$ cat src/rtl/usb_tx_encoder_pkg.sv
// Shared types for the USB TX line encoder: encoder states, line levels and NRZI toggle helper.
package usb_tx_pkg;

    typedef enum logic [1:0] {
        IDLE    = 2'd0,
        DATA    = 2'd1,
        EOP_SE0 = 2'd2,
        EOP_J   = 2'd3
    } state_t;

    typedef struct packed {
        logic dp;
        logic dm;
    } line_t;

    localparam line_t LINE_J   = 2'b10;
    localparam line_t LINE_K   = 2'b01;
    localparam line_t LINE_SE0 = 2'b00;

    // NRZI transmits a 0 as a J<->K transition; only meaningful while the line is J or K.
    function automatic line_t nrzi_toggle(input line_t l);
        return (l == LINE_J) ? LINE_K : LINE_J;
    endfunction

endpackage

$ cat src/rtl/usb_tx_encoder_if.sv
// Bit-level handshake between TX control and the line encoder.
// Optional USB_TX_OE_EN adds the d_oe output-enable signal.
interface usb_tx_encoder_if;
    logic bit_strobe;
    logic serial_in;
    logic tx_start;
    logic eop;
    logic stuffing;
    logic dplus;
    logic dminus;
    logic eop_done;
`ifdef USB_TX_OE_EN
    logic d_oe;
`endif

    modport master (
        output bit_strobe, serial_in, tx_start, eop,
        input  stuffing, dplus, dminus, eop_done
`ifdef USB_TX_OE_EN
        , input d_oe
`endif
    );

    modport slave (
        input  bit_strobe, serial_in, tx_start, eop,
        output stuffing, dplus, dminus, eop_done
`ifdef USB_TX_OE_EN
        , output d_oe
`endif
    );
endinterface

$ cat src/rtl/usb_tx_encoder_bit_stuffer.sv
// Consecutive-ones counter; flags when the next bit boundary must carry a stuffed 0.
module usb_bit_stuffer
    import usb_tx_pkg::*;
#(
    parameter int STUFF_LIMIT = 6
) (
    input  logic clk,
    input  logic rst,
    input  logic i_active,
    input  logic i_step,
    input  logic i_bit,
    input  logic i_clr,
    output logic o_stuff_now
);
    localparam int CNT_W = $clog2(STUFF_LIMIT + 1);
    localparam logic [CNT_W-1:0] LIMIT = CNT_W'(STUFF_LIMIT);

    logic [CNT_W-1:0] r_ones_cnt;

    assign o_stuff_now = i_active && (r_ones_cnt == LIMIT);

    always_ff @(posedge clk or posedge rst) begin
        if (rst) begin
            r_ones_cnt <= '0;
        end else if (i_clr) begin
            r_ones_cnt <= '0;
        end else if (i_step) begin
            r_ones_cnt <= i_bit ? r_ones_cnt + 1'b1 : '0;
        end
    end
endmodule

$ cat src/rtl/usb_tx_encoder.sv
// USB TX line stage: bit stuffing, NRZI encoding and EOP (SE0,SE0,J) generation onto D+/D-.
// Define USB_TX_OE_EN to add the registered d_oe output enable.
module usb_tx_encoder
    import usb_tx_pkg::*;
#(
    parameter int STUFF_LIMIT  = 6,
    parameter int EOP_SE0_BITS = 2
) (
    input  logic           clk,
    input  logic           rst,
    usb_tx_encoder_if.slave bus
);
    localparam int SE0_W = $clog2(EOP_SE0_BITS + 1);
    localparam logic [SE0_W-1:0] SE0_LAST = SE0_W'(EOP_SE0_BITS - 1);

    state_t           r_state,       w_state_nxt;
    line_t            r_line,        w_line_nxt;
    logic             r_armed,       w_armed_nxt;
    logic             r_eop_pending, w_eop_pending_nxt;
    logic             r_eop_done,    w_eop_done_nxt;
    logic [SE0_W-1:0] r_se0_cnt,     w_se0_cnt_nxt;
    logic             r_oe,          w_oe_nxt;
    logic             w_stuff_now;
    logic             w_step;
    logic             w_clr;
    logic             w_start;

    usb_bit_stuffer #(.STUFF_LIMIT(STUFF_LIMIT)) u_stuffer (
        .clk         (clk),
        .rst         (rst),
        .i_active    (r_state == DATA),
        .i_step      (w_step),
        .i_bit       (bus.serial_in),
        .i_clr       (w_clr),
        .o_stuff_now (w_stuff_now)
    );

    always_comb begin
        w_state_nxt       = r_state;
        w_line_nxt        = r_line;
        w_armed_nxt       = r_armed;
        w_eop_pending_nxt = r_eop_pending;
        w_eop_done_nxt    = 1'b0;
        w_se0_cnt_nxt     = r_se0_cnt;
        w_oe_nxt          = r_oe;
        w_step            = 1'b0;
        w_clr             = 1'b0;
        // A strobe landing in the same cycle as tx_start already starts the packet.
        w_start           = r_armed | bus.tx_start;

        case (r_state)
            IDLE: begin
                w_line_nxt = LINE_J;
                if (bus.tx_start)
                    w_armed_nxt = 1'b1;
                if (bus.bit_strobe && w_start) begin
                    w_state_nxt = DATA;
                    w_armed_nxt = 1'b0;
                    w_step      = 1'b1;
                    w_oe_nxt    = 1'b1;
                    w_line_nxt  = bus.serial_in ? LINE_J : LINE_K;
                end
            end
            DATA: begin
                if (bus.eop)
                    w_eop_pending_nxt = 1'b1;
                if (bus.bit_strobe) begin
                    // An owed stuff bit wins over EOP so the receiver never sees seven 1s.
                    if (w_stuff_now) begin
                        w_line_nxt = nrzi_toggle(r_line);
                        w_clr      = 1'b1;
                    end else if (r_eop_pending) begin
                        w_state_nxt       = EOP_SE0;
                        w_line_nxt        = LINE_SE0;
                        w_eop_pending_nxt = 1'b0;
                        w_se0_cnt_nxt     = '0;
                        w_clr             = 1'b1;
                    end else begin
                        w_step = 1'b1;
                        if (!bus.serial_in)
                            w_line_nxt = nrzi_toggle(r_line);
                    end
                end
            end
            EOP_SE0: begin
                if (bus.bit_strobe) begin
                    if (r_se0_cnt == SE0_LAST) begin
                        w_state_nxt = EOP_J;
                        w_line_nxt  = LINE_J;
                    end else begin
                        w_se0_cnt_nxt = r_se0_cnt + 1'b1;
                    end
                end
            end
            EOP_J: begin
                if (bus.bit_strobe) begin
                    w_state_nxt    = IDLE;
                    w_eop_done_nxt = 1'b1;
                    w_oe_nxt       = 1'b0;
                end
            end
            default: begin
                w_state_nxt = IDLE;
                w_line_nxt  = LINE_J;
            end
        endcase
    end

    always_ff @(posedge clk or posedge rst) begin
        if (rst) begin
            r_state       <= IDLE;
            r_line        <= LINE_J;
            r_armed       <= 1'b0;
            r_eop_pending <= 1'b0;
            r_eop_done    <= 1'b0;
            r_se0_cnt     <= '0;
            r_oe          <= 1'b0;
        end else begin
            r_state       <= w_state_nxt;
            r_line        <= w_line_nxt;
            r_armed       <= w_armed_nxt;
            r_eop_pending <= w_eop_pending_nxt;
            r_eop_done    <= w_eop_done_nxt;
            r_se0_cnt     <= w_se0_cnt_nxt;
            r_oe          <= w_oe_nxt;
        end
    end

    assign bus.stuffing = w_stuff_now;
    assign bus.dplus    = r_line.dp;
    assign bus.dminus   = r_line.dm;
    assign bus.eop_done = r_eop_done;
`ifdef USB_TX_OE_EN
    assign bus.d_oe     = r_oe;
`else
    logic w_oe_unused;
    assign w_oe_unused = r_oe;
`endif
endmodule

$ cat src/flat_wrapper.sv
// flat-port wrapper written by rule: the top's interface ports become plain ports
module usb_tx_encoder_flat import usb_tx_pkg::*;
#(
    parameter int STUFF_LIMIT  = 6,
    parameter int EOP_SE0_BITS = 2
)
  (clk, rst, bus_bit_strobe, bus_serial_in, bus_tx_start, bus_eop, bus_stuffing, bus_dplus, bus_dminus, bus_eop_done);
  usb_tx_encoder_if bus_i ();
  input  logic clk;
  input  logic rst;
  input wire logic [$bits(bus_i.bit_strobe)-1:0] bus_bit_strobe;
  input wire logic [$bits(bus_i.serial_in)-1:0] bus_serial_in;
  input wire logic [$bits(bus_i.tx_start)-1:0] bus_tx_start;
  input wire logic [$bits(bus_i.eop)-1:0] bus_eop;
  output wire logic [$bits(bus_i.stuffing)-1:0] bus_stuffing;
  output wire logic [$bits(bus_i.dplus)-1:0] bus_dplus;
  output wire logic [$bits(bus_i.dminus)-1:0] bus_dminus;
  output wire logic [$bits(bus_i.eop_done)-1:0] bus_eop_done;
  assign bus_i.bit_strobe = bus_bit_strobe;
  assign bus_i.serial_in = bus_serial_in;
  assign bus_i.tx_start = bus_tx_start;
  assign bus_i.eop = bus_eop;
  assign bus_stuffing = bus_i.stuffing;
  assign bus_dplus = bus_i.dplus;
  assign bus_dminus = bus_i.dminus;
  assign bus_eop_done = bus_i.eop_done;
  usb_tx_encoder #(.STUFF_LIMIT(STUFF_LIMIT), .EOP_SE0_BITS(EOP_SE0_BITS)) u_core (.clk(clk), .rst(rst), .bus(bus_i));
endmodule
$ cat config.mk
export PLATFORM = sky130hd
export DESIGN_NAME = usb_tx_encoder_flat
export DESIGN_NICKNAME = d
export VERILOG_FILES = /design/src/rtl/usb_tx_encoder_pkg.sv /design/src/rtl/usb_tx_encoder_if.sv /design/src/rtl/usb_tx_encoder_bit_stuffer.sv /design/src/rtl/usb_tx_encoder.sv /design/src/flat_wrapper.sv
export SDC_FILE = /design/constraint.sdc
export NUM_CORES = 1
export LEC_CHECK = 0
export ABC_AREA = 1
export BUFFER_PORTS_ARGS = -buffer_cell sky130_fd_sc_hd__buf_4
export CORE_MARGIN = 4
export CORE_UTILIZATION = 50
export CTS_BUF_LIST = sky130_fd_sc_hd__clkbuf_4 sky130_fd_sc_hd__clkbuf_8
export CTS_CLUSTER_SIZE = 28
export DETAILED_ROUTE_END_ITERATION = 16
export PLACE_DENSITY = 0.79
export SETUP_SLACK_MARGIN = 0.4
export SYNTH_ARGS = -nofsm -noshare
export SYNTH_HDL_FRONTEND = slang
export SYNTH_SLANG_ARGS = --single-unit
$ cat constraint.sdc
create_clock -name clk -period 1.45 [get_ports clk]
set_clock_uncertainty 0.15 [all_clocks]
set_input_delay 0.435 -clock clk [delete_from_list [all_inputs] [get_ports clk]]
set_output_delay 0.435 -clock clk [all_outputs]
set_load 0.02 [all_outputs]
==> Word-level counts from Yosys, hierarchy flattened <==
Index checks and enable logic that the tools add are counted.
{ "totals": {"wordCells": 81, "latchBits": 0, "memories": 0, "ram_bits": 0, "reg_bits": 12, "rom_bits": 0} }
{ "classes": {"mul": 0, "n_eq_ne": 15, "n_reduce_logical": 11, "n_lt_le_gt_ge": 0, "bitwise": 1, "mux": 44, "shift": 0, "div_mod_pow": 0, "add_sub_neg": 2} }
{ "op_table": {"columns": ["cell", "count"], "rows": [
  ["2-bit two-way mux", 21],
  ["1-bit two-way mux", 16],
  ["2-bit != test, second input constant", 5],
  ["3-bit two-way mux", 3],
  ["2-bit one-hot mux with 4 select lines", 1],
  ["7-bit AND reduction", 1],
  ["2-bit equality test, second input constant", 3],
  ["2-bit by 1-bit != test with 1-bit output, second input constant", 3],
  ["2-bit one-hot mux with 3 select lines", 1],
  ["6-bit AND reduction", 1],
  ["2-bit nonzero test", 3],
  ["5-bit AND reduction", 1],
  ["2-bit by 1-bit equality test with 1-bit output, second input constant", 2],
  ["4-bit by 3-bit != test with 1-bit output, second input constant", 1],
  ["2-bit one-hot mux with 2 select lines", 1],
  ["3-bit by 1-bit adder with 3-bit output, second input constant", 1],
  ["3-bit equality test, second input constant", 1],
  ["3-bit nonzero test", 1],
  ["2-bit by 1-bit adder with 2-bit output, second input constant", 1],
  ["1-bit logical AND", 2],
  ["2-bit logical NOT", 1],
  ["1-bit one-hot mux with 2 select lines", 1],
  ["2-bit AND reduction", 1],
  ["1-bit OR", 1]
]} }

==> Logic depth before layout (Yosys ltp) <==
Gate-level depths: netlist (run 1).
{ "logic_depth": {"depth_word": 7, "depth_mapped": 10} }

==> Modules after synthesis <==
Synthesis (run 1) repeated with hierarchy kept, for this count alone.
{ "hier_totals": {"cells_unflattened": 120, "hier_area_um2": 863.3} }
{ "by_module_without_submodules": {"columns": ["module", "area_each_um2", "cells_per_inst", "instances", "seq_area_each_um2"], "rows": [
  ["usb_tx_encoder", 680.7, 96, 1, 226.5],
  ["usb_bit_stuffer", 182.7, 24, 1, 75.1]
]} }

==> Worst setup path after synthesis (run 1) <==
OpenSTA, ideal clock, no wires.
{ "synth_timing": {"path_kind": "register to output", "start": "reg u_core.r_state[1]", "end": "out bus_stuffing", "required_ps": 865, "n_path_buf": 0, "arrival_time_ps": 988, "path_slack_ps": -123, "stages_incl_launch_ff": 5, "cell_sequence": "dfrtp_1 -> inv_1 -> ha_1 -> nand3_2 -> inv_1"} }
{ "synth_via": {"elab_chain_len": 2} }
{ "synth_lines": {"columns": ["item", "line_no", "source"], "rows": [
  ["start: declaration", "usb_tx_encoder.sv:16", "state_t r_state, w_state_nxt;"],
  ["start signal: assignment", "usb_tx_encoder.sv:119", "r_state <= w_state_nxt;"],
  ["2-bit by 1-bit equality test with 1-bit output", "usb_tx_encoder.sv:31", ".i_active (r_state == DATA),"],
  ["1-bit logical AND", "usb_tx_encoder_bit_stuffer.sv:20", "assign o_stuff_now = i_active && (r_ones_cnt == LIMIT);"],
  ["end: declaration", "flat_wrapper.sv:15", "output wire logic [$bits(bus_i.stuffing)-1:0] bus_stuffing;"]
]} }
Every way passes these cells.

==> Worst setup path in the final report (run 1) <==
Ends and elaborated chain as after synthesis.

==> impl_metrics.env, run 1 <==
export IMPL_status="finished, violations left"
export IMPL_violations="negative setup slack"
export IMPL_avgSynthCellArea_sq_um=7.86
export IMPL_firstDrtPassIters=4
export IMPL_initial_core_util_pct=53.6
export IMPL_root_buffer="clkbuf_4"
export IMPL_synth_warnings=0
export IMPL_synth_cell_types=22
export IMPL_worst_path_buf_inv=3
export IMPL_synth_cells=105
export IMPL_ios=10
export IMPL_hold_viol=0
export IMPL_dieWidth_um=48.6
export IMPL_via_per_inst=5.03
export IMPL_ys_seq_area_share_pct=36.5
export IMPL_period_needed_ns=1.72
export IMPL_grt_max_degree=13
export IMPL_slew_headroom_pct=67.7
export IMPL_finalHoldWorstSlack_ns=0.0148
export IMPL_synthMuxAreaShare_pct=0
export IMPL_place_hpwl_mm=1.25
export IMPL_diodes=0
export IMPL_crit_arrival_ns=1.13
export IMPL_cpLargestDelayFamily="flip-flops"
export IMPL_routed_wirelength_mm=2.01
export IMPL_clock_latency_ns=0.28
export IMPL_gr_total_overflow=0
export IMPL_nNetsFinal=152
export IMPL_period_share_pct=119
export IMPL_dp_slack_ns=-0.138
export IMPL_io_buffers=9
export IMPL_max_stage_delay_ns=0.40
export IMPL_drtAntennaViolNets=0
export IMPL_synth_fp_nets=119
export IMPL_grt_pass1_wl_mm=3.41
export IMPL_cp_max_fo=2
export IMPL_mostFrequentLayoutCells="nand2_1 (25), buf_4 (21), inv_1 (12), dfrtp_1 (10), buf_6 (7)"
export IMPL_setup_slack_ns=-0.269
export IMPL_synth_compound_area_share_pct=9.39
export IMPL_gp_congestion=0.822
export IMPL_netlist_area_sq_um=826
export IMPL_critical_path_class="flop to primary output"
export IMPL_synthSimpleGateAreaFrac_pct=31.8
export IMPL_power_density_nw_per_um2=2270
export IMPL_path_cells="inv_2 -> ha_4 -> nand3_4 -> inv_4 -> buf_6"
export IMPL_antenna_found_initial=0
export IMPL_ctsHoldBuffers=0
export IMPL_grtUsageTotal_pct=18.9
export IMPL_drt_iter0_markers=8
export IMPL_final_common_cell="nand2_1"
export IMPL_critPathLaunchType="flop"
export IMPL_peakVddDrop_v=0.00143
export IMPL_slowest_stage="dfrtp_1"
export IMPL_clock_path_buffers=2
export IMPL_die_area_sq_um=2370
export IMPL_leakage_uw=0.000645
export IMPL_finalSetupViolations=11
export IMPL_cts_tree="built"
export IMPL_crit_required_ns=0.87
export IMPL_synth_xor_area_share_pct=1.06
export IMPL_clock_sinks=12
export IMPL_vias=770
export IMPL_power_uw=2880
export IMPL_areaGrowthSynthToFinish_pct=53.8
export IMPL_layout_drive_gt1_share_pct=52.6
export IMPL_rsz0062_at_grt="true"
export IMPL_clk_pin_slew_ns=0.08
export IMPL_cp_end_kind="primary output"
export IMPL_ys_ff_latch=12
export IMPL_core_area_sq_um=1540
export IMPL_final_util_pct=82.4
export IMPL_drv_slew=0
export IMPL_htree_levels=1
export IMPL_die_h_um=48.6
export IMPL_cts_buffers=3
export IMPL_drv_cap=0
export IMPL_design_area_sq_um=1270
export IMPL_synth_fa_ha_area_share_pct=12.1
export IMPL_drc_errors=0
export IMPL_tightest_slew_ns=0.484
export IMPL_postPlaceCellArea_sq_um=1040
export IMPL_wire_per_inst_um=13.2
export IMPL_synth_top_family_by_area="simple AND/OR/NAND/NOR gates"
export IMPL_hold_class="input port to asynchronous set/reset pin"
export IMPL_grt_pass1_vias=778
export IMPL_fmax_ghz=0.582
export IMPL_fp_row_count=14
metal layers:
metal	vias up	routed length [um]	GRT usage [%]
li1	393	-	-
met2	9	1070	32.0
met1	364	838	21.3
met5	-	0	0
met3	4	57	3.68
met4	0	48	12.1
area by class of cell:
class                           instances  area, sq um
Fill cell                              95          272
Tap cell                               16         20.0
Multi-Input combinational cell         73          596
Timing Repair Buffer                   28          236
Inverter                               20         85.1
Clock buffer                            4         30.0
Sequential cell                        12          303
registers in the layout, summed over array words and instances, names as in the netlist:
name	flops
u_core.u_stuffer.r_ones_cnt	3
u_core.r_state	2
u_core.bus.eop_done	1
u_core.bus.dminus	1
u_core.bus.dplus	1
u_core.r_se0_cnt	2
u_core.r_eop_pending	1
u_core.r_armed	1
power breakdown:
group          leakage [uW]  internal (uW)  switching [uW]
combinational      0.000476            943            1070
sequential         0.000151            499             114
clock             0.0000184            126             126
cell usage after synthesis:
| library cell | count | area (sq um) |
|---|---|---|
| xor2_1 | 1 | 8.76 |
| a21oi_2 | 2 | 17.5 |
| nand3_1 | 5 | 25.0 |
| nor2_2 | 2 | 12.5 |
| or2_2 | 3 | 18.8 |
| nor2_1 | 5 | 18.8 |
| inv_2 | 1 | 3.75 |
| a21oi_1 | 5 | 25.0 |
| nand3_2 | 1 | 10.0 |
| o211ai_1 | 1 | 7.51 |
| nand2_1 | 27 | 101 |
| o21ai_2 | 2 | 17.5 |
| nand4_1 | 2 | 12.5 |
| dfrtp_1 | 11 | 275 |
| ha_1 | 8 | 100 |
| nand2_2 | 4 | 25.0 |
| nor2_4 | 1 | 11.3 |
| dfstp_2 | 1 | 26.3 |
| inv_1 | 19 | 71.3 |
| nand3b_1 | 1 | 7.51 |
| o21ai_1 | 2 | 10.0 |
| nand3b_4 | 1 | 20.0 |
logic make-up after synthesis:
logic type      count (synthesis)
simple gates                   52
buf+inv                        20
flops                          12
compound gates                 12
fa+ha+maj                       8
xor+xnor                        1
worst paths after layout:
kind | start | to | slack [ns] | cells after the start
hold reg to reg | u_core.r_se0_cnt[0] | u_core.r_se0_cnt[0] | 0.37 | 2
max in group asynchronous | rst | u_core.r_state[0] | 0.78 | 2
hold / removal | rst | u_core.bus.eop_done | 0.01 | 2
setup reg to reg | u_core.r_state[1] | u_core.r_state[1] | -0.22 | 9
setup / recovery | u_core.r_state[1] | bus_stuffing | -0.27 | 5
min in group clk | bus_bit_strobe | u_core.bus.eop_done | 0.27 | 3
stage by stage:
| stage | setup TNS (ns) | std cells |
|---|---|---|
| 5_1_grt | -2.74 | 153 |
| 4_1_cts | -2.01 | 152 |
| 3_5_place_dp | -0.771 | 139 |
| 2_1_floorplan | -0.00686 | 105 |
| 3_3_place_gp | -0.492 | 139 |
| 6_report | -1.92 | 153 |
repair_timing:
| action | in CTS | in global routing |
|---|---|---|
| setup buffers | 9 | 1 |
| resized for setup | 24 | 9 |
| endpoints found under the setup margin | 16 | 16 |
| pin swaps | 12 | 8 |
(Power assumes the default switching activity.)
==> inputs of run 2 (changes only) <==
- PLACE_DENSITY: 0.79 -> 0.76
- clock period: 1.45 -> 2.2 ns (I/O delays scaled with it)
==> impl_metrics.env, run 2 (same netlist as run 1, synthesis figures left out) <==
export IMPL_drv_cap=0
export IMPL_r2r_cells=10
export IMPL_slowest_stage="dfrtp_1"
export IMPL_mostFrequentLayoutCells="nand2_1 (26), buf_4 (18), inv_1 (15), dfrtp_1 (11), nand2_2 (5)"
export IMPL_diodes=0
export IMPL_die_h_um=48.6
export IMPL_crit_required_ns=1.39
export IMPL_period_needed_ns=1.95
export IMPL_pwr_share_comb_pct=66.6
export IMPL_leakage_uw=0.000596
export IMPL_hold_class="input port to asynchronous set/reset pin"
export IMPL_wire_per_inst_um=13.5
export IMPL_nNetsFinal=144
export IMPL_ios=10
export IMPL_slew_headroom_pct=68.0
export IMPL_rsz0062_at_grt="true"
export IMPL_ctsHoldBuffers=0
export IMPL_grt_max_degree=13
export IMPL_period_share_pct=88.8
export IMPL_place_hpwl_mm=1.19
export IMPL_cpLargestDelayFamily="flip-flops"
export IMPL_io_buffers=9
export IMPL_fill_cells=114
export IMPL_core_area_sq_um=1540
export IMPL_antenna_found_initial=0
export IMPL_tightest_slew_ns=0.479
export IMPL_clock_latency_ns=0.30
export IMPL_dieWidth_um=48.6
export IMPL_switching_share_pct=46.2
export IMPL_path_cells="inv_2 -> ha_4 -> nand3_4 -> inv_2 -> buf_6"
export IMPL_finalHoldWorstSlack_ns=0.220
export IMPL_clock_path_buffers=2
export IMPL_fmax_ghz=0.512
export IMPL_initial_core_util_pct=53.6
export IMPL_cp_max_fo=2
export IMPL_clk_pin_slew_ns=0.08
export IMPL_crit_arrival_ns=1.14
export IMPL_root_buffer="clkbuf_4"
export IMPL_worst_path_buf_inv=3
export IMPL_areaGrowthSynthToFinish_pct=37.7
export IMPL_die_area_sq_um=2370
export IMPL_max_stage_delay_ns=0.40
export IMPL_largest_reg_flops=3
export IMPL_multi_input_area_sq_um=543
export IMPL_grtUsageTotal_pct=16.0
export IMPL_status="finished, final reports clean"
export IMPL_drv_slew=0
export IMPL_peakVddDrop_v=0.000856
export IMPL_hold_viol=0
export IMPL_htree_levels=1
export IMPL_vias=748
export IMPL_gp_congestion=0.774
export IMPL_critical_path_class="flop to primary output"
export IMPL_seq_power_share_pct=22.5
export IMPL_routed_wirelength_mm=1.96
export IMPL_cp_depth=5
export IMPL_via_per_inst=5.16
export IMPL_regMostFlops="u_core.u_stuffer.r_ones_cnt"
export IMPL_p_int_uw=949
export IMPL_p_clk_share_pct=10.9
export IMPL_grt_pass1_vias=710
export IMPL_grt_pass1_wl_mm=2.99
export IMPL_cts_buffers=3
export IMPL_finalSetupViolations=0
export IMPL_drt_iter0_markers=13
export IMPL_gr_total_overflow=0
export IMPL_critPathLaunchType="flop"
export IMPL_final_common_cell="nand2_1"
export IMPL_fp_row_count=14
export IMPL_drc_errors=0
export IMPL_cpMostUsedCell="inv_2"
export IMPL_final_util_pct=73.8
export IMPL_cp_end_kind="primary output"
export IMPL_firstDrtPassIters=4
export IMPL_clock_sinks=12
export IMPL_power_switching_uw=817
export IMPL_power_density_nw_per_um2=1550
export IMPL_layout_drive_gt1_share_pct=41.9
export IMPL_tns_ns=0
export IMPL_drtAntennaViolNets=0
export IMPL_largestRegisters="u_core.u_stuffer.r_ones_cnt (3), u_core.r_se0_cnt (2), u_core.r_state (2)"
export IMPL_cts_tree="built"
export IMPL_seq_area_sq_um=302
[run 2: worst register-to-register path, delay by kind of cell, from the launching register on]
family                   cells  cell delay [ns]
flip-flops                   1             0.40
AO/OA/AOI/OAI                1             0.15
AND/OR/NAND/NOR              5             0.41
adder cells (fa/ha/maj)      1             0.23
buffers and inverters        3             0.37
[run 2: what timing repair did]
| action | CTS | global route |
|---|---|---|
| hold endpoints to repair | 0 | 0 |
| setup buffers | 6 | 5 |
| endpoints found under the setup margin | 1 | 8 |
| gates resized for setup | 9 | 13 |
| pin swaps | 1 | 5 |
[run 2: layer usage]
| layer | wire length, um | GRT usage [%] | share of wire [%] | up-vias |
|---|---|---|---|---|
| met5 | 0 | 0 | 0 | - |
| met1 | 818 | 19.0 | 42 | 355 |
| li1 | - | - | - | 373 |
| met2 | 1010 | 26.7 | 52 | 11 |
| met3 | 76 | 3.68 | 3.9 | 9 |
| met4 | 50 | 8.07 | 2.6 | 0 |
[run 2: layout make-up]
type                    instances  share of cell area [%]
multi-input cells              73                    47.7
flip-flops and latches         12                    26.5
repair buffers                 20                    13.9
inverters                      20                    6.93
clock buffers                   4                    3.19
well taps                      16                    1.76
[run 2: power groups by stage]
stage / registers, uW / clock network, uW / logic, uW
floorplan: 414 / 0 / 639
global route: 412 / 204 / 1300
detailed placement: 403 / 0 / 814
finish: 398 / 192 / 1180
global placement: 395 / 0 / 794
CTS: 402 / 187 / 927
[run 2: worst paths after layout]
path	start	end	slack (ns)
min	rst	u_core.u_stuffer.r_ones_cnt[2]	0.22
min reg2reg	u_core.bus.dminus	u_core.bus.dminus	0.38
max reg2reg	u_core.r_state[0]	u_core.r_state[1]	0.38
max in group asynchronous	rst	u_core.bus.dplus	1.33
max	u_core.u_stuffer.r_ones_cnt[0]	bus_stuffing	0.25
min in group clk	u_core.bus.dminus	u_core.bus.dminus	0.38
[run 2: through the flow]
stage / instance area, sq um / power [uW] / setup slack, ns / instances
2_1_floorplan: 826 / 1050 / 0.402 / 105
3_3_place_gp: 913 / 1190 / 0.322 / 130
3_5_place_dp: 913 / 1220 / 0.282 / 130
4_1_cts: 1030 / 1520 / 0.259 / 140
5_1_grt: 1140 / 1920 / 0.198 / 145
6_report: 1140 / 1770 / 0.246 / 145
==> inputs of run 3 (changes only) <==
- ABC_AREA: 1 -> not set
- CELL_PAD_IN_SITES_DETAIL_PLACEMENT: not set -> 1
- CELL_PAD_IN_SITES_GLOBAL_PLACEMENT: not set -> 2
- CORE_UTILIZATION: 50 -> 40
- PLACE_DENSITY: 0.76 -> 0.91
==> impl_metrics.env, run 3 <==
export IMPL_slew_headroom_pct=67.9
export IMPL_ys_ff_latch=12
export IMPL_tightest_slew_ns=0.481
export IMPL_period_share_pct=92.3
export IMPL_mostFrequentLayoutCells="buf_4 (18), dfrtp_1 (9), inv_1 (5), nand2_1 (5), ha_1 (5)"
export IMPL_drv_cap=0
export IMPL_critical_path_class="flop to primary output"
export IMPL_dieWidth_um=51.9
export IMPL_slowest_stage="dfrtp_2"
export IMPL_synth_cell_types=35
export IMPL_seq_power_share_pct=24.7
export IMPL_netlist_area_sq_um=772
export IMPL_clock_sinks=12
export IMPL_areaGrowthSynthToFinish_pct=35.5
export IMPL_layout_drive_gt1_share_pct=49.5
export IMPL_fill_cells=202
export IMPL_root_buffer="clkbuf_4"
export IMPL_initial_core_util_pct=43.3
export IMPL_crit_required_ns=1.39
export IMPL_nNetsFinal=112
export IMPL_gr_total_overflow=0
export IMPL_ios=10
export IMPL_clock_path_buffers=2
export IMPL_synth_most_common_cell="dfrtp_1"
export IMPL_max_stage_delay_ns=0.43
export IMPL_drt_iter0_markers=17
export IMPL_htree_levels=1
export IMPL_worst_path_buf_inv=2
export IMPL_crit_end="bus_stuffing"
export IMPL_antenna_found_initial=0
export IMPL_r2r_start="u_core.r_state[1]"
export IMPL_critPathLaunchType="flop"
export IMPL_synth_cells=75
export IMPL_path_cells="inv_2 -> ha_4 -> and3_4 -> buf_6"
export IMPL_status="finished, final reports clean"
export IMPL_clock_latency_ns=0.29
export IMPL_die_h_um=51.9
export IMPL_vias=666
export IMPL_crit_arrival_ns=1.22
export IMPL_synth_main_ff_cell="dfrtp_1"
export IMPL_largest_reg_flops=3
export IMPL_diodes=0
export IMPL_timing_rr_end="u_core.bus.dminus"
export IMPL_synth_top_area_share_pct=35.7
export IMPL_regMostFlops="u_core.u_stuffer.r_ones_cnt"
export IMPL_cts_tree="built"
export IMPL_synthTopCellsByCount="dfrtp_1 (11), ha_1 (8), inv_1 (7)"
export IMPL_grtUsageTotal_pct=17.1
export IMPL_firstDrtPassIters=4
export IMPL_grt_pass1_wl_mm=3.23
export IMPL_power_switching_uw=702
export IMPL_cp_max_fo=2
export IMPL_grt_pass1_vias=648
export IMPL_drc_errors=0
export IMPL_fp_row_count=15
export IMPL_die_area_sq_um=2700
export IMPL_period_needed_ns=2.03
export IMPL_gp_congestion=0.768
export IMPL_clk_pin_slew_ns=0.09
export IMPL_final_util_pct=58.7
export IMPL_synth_fp_nets=89
export IMPL_largestRegisters="u_core.u_stuffer.r_ones_cnt (3), u_core.r_se0_cnt (2), u_core.r_state (2)"
export IMPL_place_hpwl_mm=1.28
export IMPL_pwr_share_comb_pct=64.0
export IMPL_grt_max_degree=13
export IMPL_tns_ns=0
export IMPL_routed_wirelength_mm=2.22
export IMPL_cts_buffers=3
export IMPL_power_density_nw_per_um2=1630
export IMPL_via_per_inst=5.46
export IMPL_core_area_sq_um=1780
export IMPL_cpLargestDelayFamily="flip-flops"
export IMPL_io_buffers=9
export IMPL_rsz0062_at_grt="true"
export IMPL_wire_per_inst_um=18.2
export IMPL_p_clk_share_pct=11.3
export IMPL_hold_viol=0
export IMPL_r2r_setup_slack_ns=0.22
export IMPL_avgSynthCellArea_sq_um=10.3
export IMPL_async_flop_share_pct=100
export IMPL_switching_share_pct=41.1
export IMPL_peakVddDrop_v=0.000750
export IMPL_final_common_cell="buf_4"
export IMPL_finalHoldWorstSlack_ns=0.230
export IMPL_cp_depth=4
export IMPL_synth_edff_count=0
export IMPL_yosysTopAreaCell="dfrtp_1"
export IMPL_p_int_uw=1000
export IMPL_r2r_cells=6
export IMPL_synth_warnings=0
export IMPL_ys_seq_area_share_pct=39.1
export IMPL_cp_end_kind="primary output"
export IMPL_fmax_ghz=0.493
export IMPL_critPathLaunch="u_core.r_state[1]"
export IMPL_synth_area_leaders="dfrtp_1 (36%), ha_1 (13%), mux2_4 (3.9%), dfstp_2 (3.4%), inv_1 (3.4%)"
export IMPL_leakage_uw=0.000495
export IMPL_hold_class="input port to asynchronous set/reset pin"
export IMPL_drv_slew=0
export IMPL_finalSetupViolations=0
export IMPL_drtAntennaViolNets=0
## run 3: worst register-to-register path, delay by kind of cell, from the launching register on
kind	cells	cell delay (ns)
AOI/OAI and AO/OA	1	0.06
adders and majority gates	1	0.19
and+or+nand+nor	2	0.58
DFF	1	0.43
muxes	1	0.31
buffers and inverters	1	0.16
## run 3: per-layer routing
layer	share of wire [%]	vias to the layer above	track usage (%)
met5	0	-	0
met4	2.3	0	9.61
met3	4.8	7	4.01
met2	51	21	28.2
met1	41	325	20.0
li1	-	313	-
## run 3: repair_timing
action | 4_1_cts | 5_1_grt
buffers inserted | 6 | 5
hold buffers | 0 | 0
pin swaps | 3 | 3
setup endpoints to repair | 5 | 10
gates resized for setup | 5 | 9
## run 3: power by group through the flow
stage                     registers, uW  logic (uW)  clock network (uW)
final                               421        1090                 193
after global routing                437        1190                 206
after CTS                           414         906                 191
after detailed placement            431         781                   0
after global placement              421         759                   0
after floorplan                     430         613                   0
## run 3: worst min path at each step
stage	from	to	cells past startpoint
global route	rst	u_core.r_eop_pending	2
finish	rst	u_core.r_eop_pending	2
detailed placement	u_core.u_stuffer.r_ones_cnt[1]	u_core.u_stuffer.r_ones_cnt[1]	2
floorplan	u_core.u_stuffer.r_ones_cnt[1]	u_core.u_stuffer.r_ones_cnt[1]	2
CTS	rst	u_core.u_stuffer.r_ones_cnt[2]	2
global placement	u_core.u_stuffer.r_ones_cnt[1]	u_core.u_stuffer.r_ones_cnt[1]	2
## run 3: through the flow
stage	area (sq um)	setup WS, ns	std cells	power, uW
after floorplan	810	0.393	75	1040
after global placement	883	0.307	107	1180
after detailed placement	883	0.247	107	1210
after CTS	980	0.177	117	1510
after global routing	1050	0.134	122	1830
final	1050	0.170	122	1710
## run 3: cell families after synthesis
| family | Yosys count | synth area share (%) |
|---|---|---|
| flip-flops | 12 | 39.1 |
| adder cells (fa/ha/maj) | 8 | 13.0 |
| buffers and inverters | 9 | 5.51 |
| AND/OR/NAND/NOR | 21 | 15.7 |
| multiplexers | 6 | 9.40 |
| AO/OA/AOI/OAI | 19 | 17.3 |
## run 3: cell type report
cell class                 count  area (sq um)  area share [%]
multi-input combinational     54           490            46.9
inverter                       7          26.3            2.51
tap                           25          31.3            2.99
timing repair buffer          20           158            15.1
clock buffer                   4          36.3            3.47
sequential                    12           304            29.1
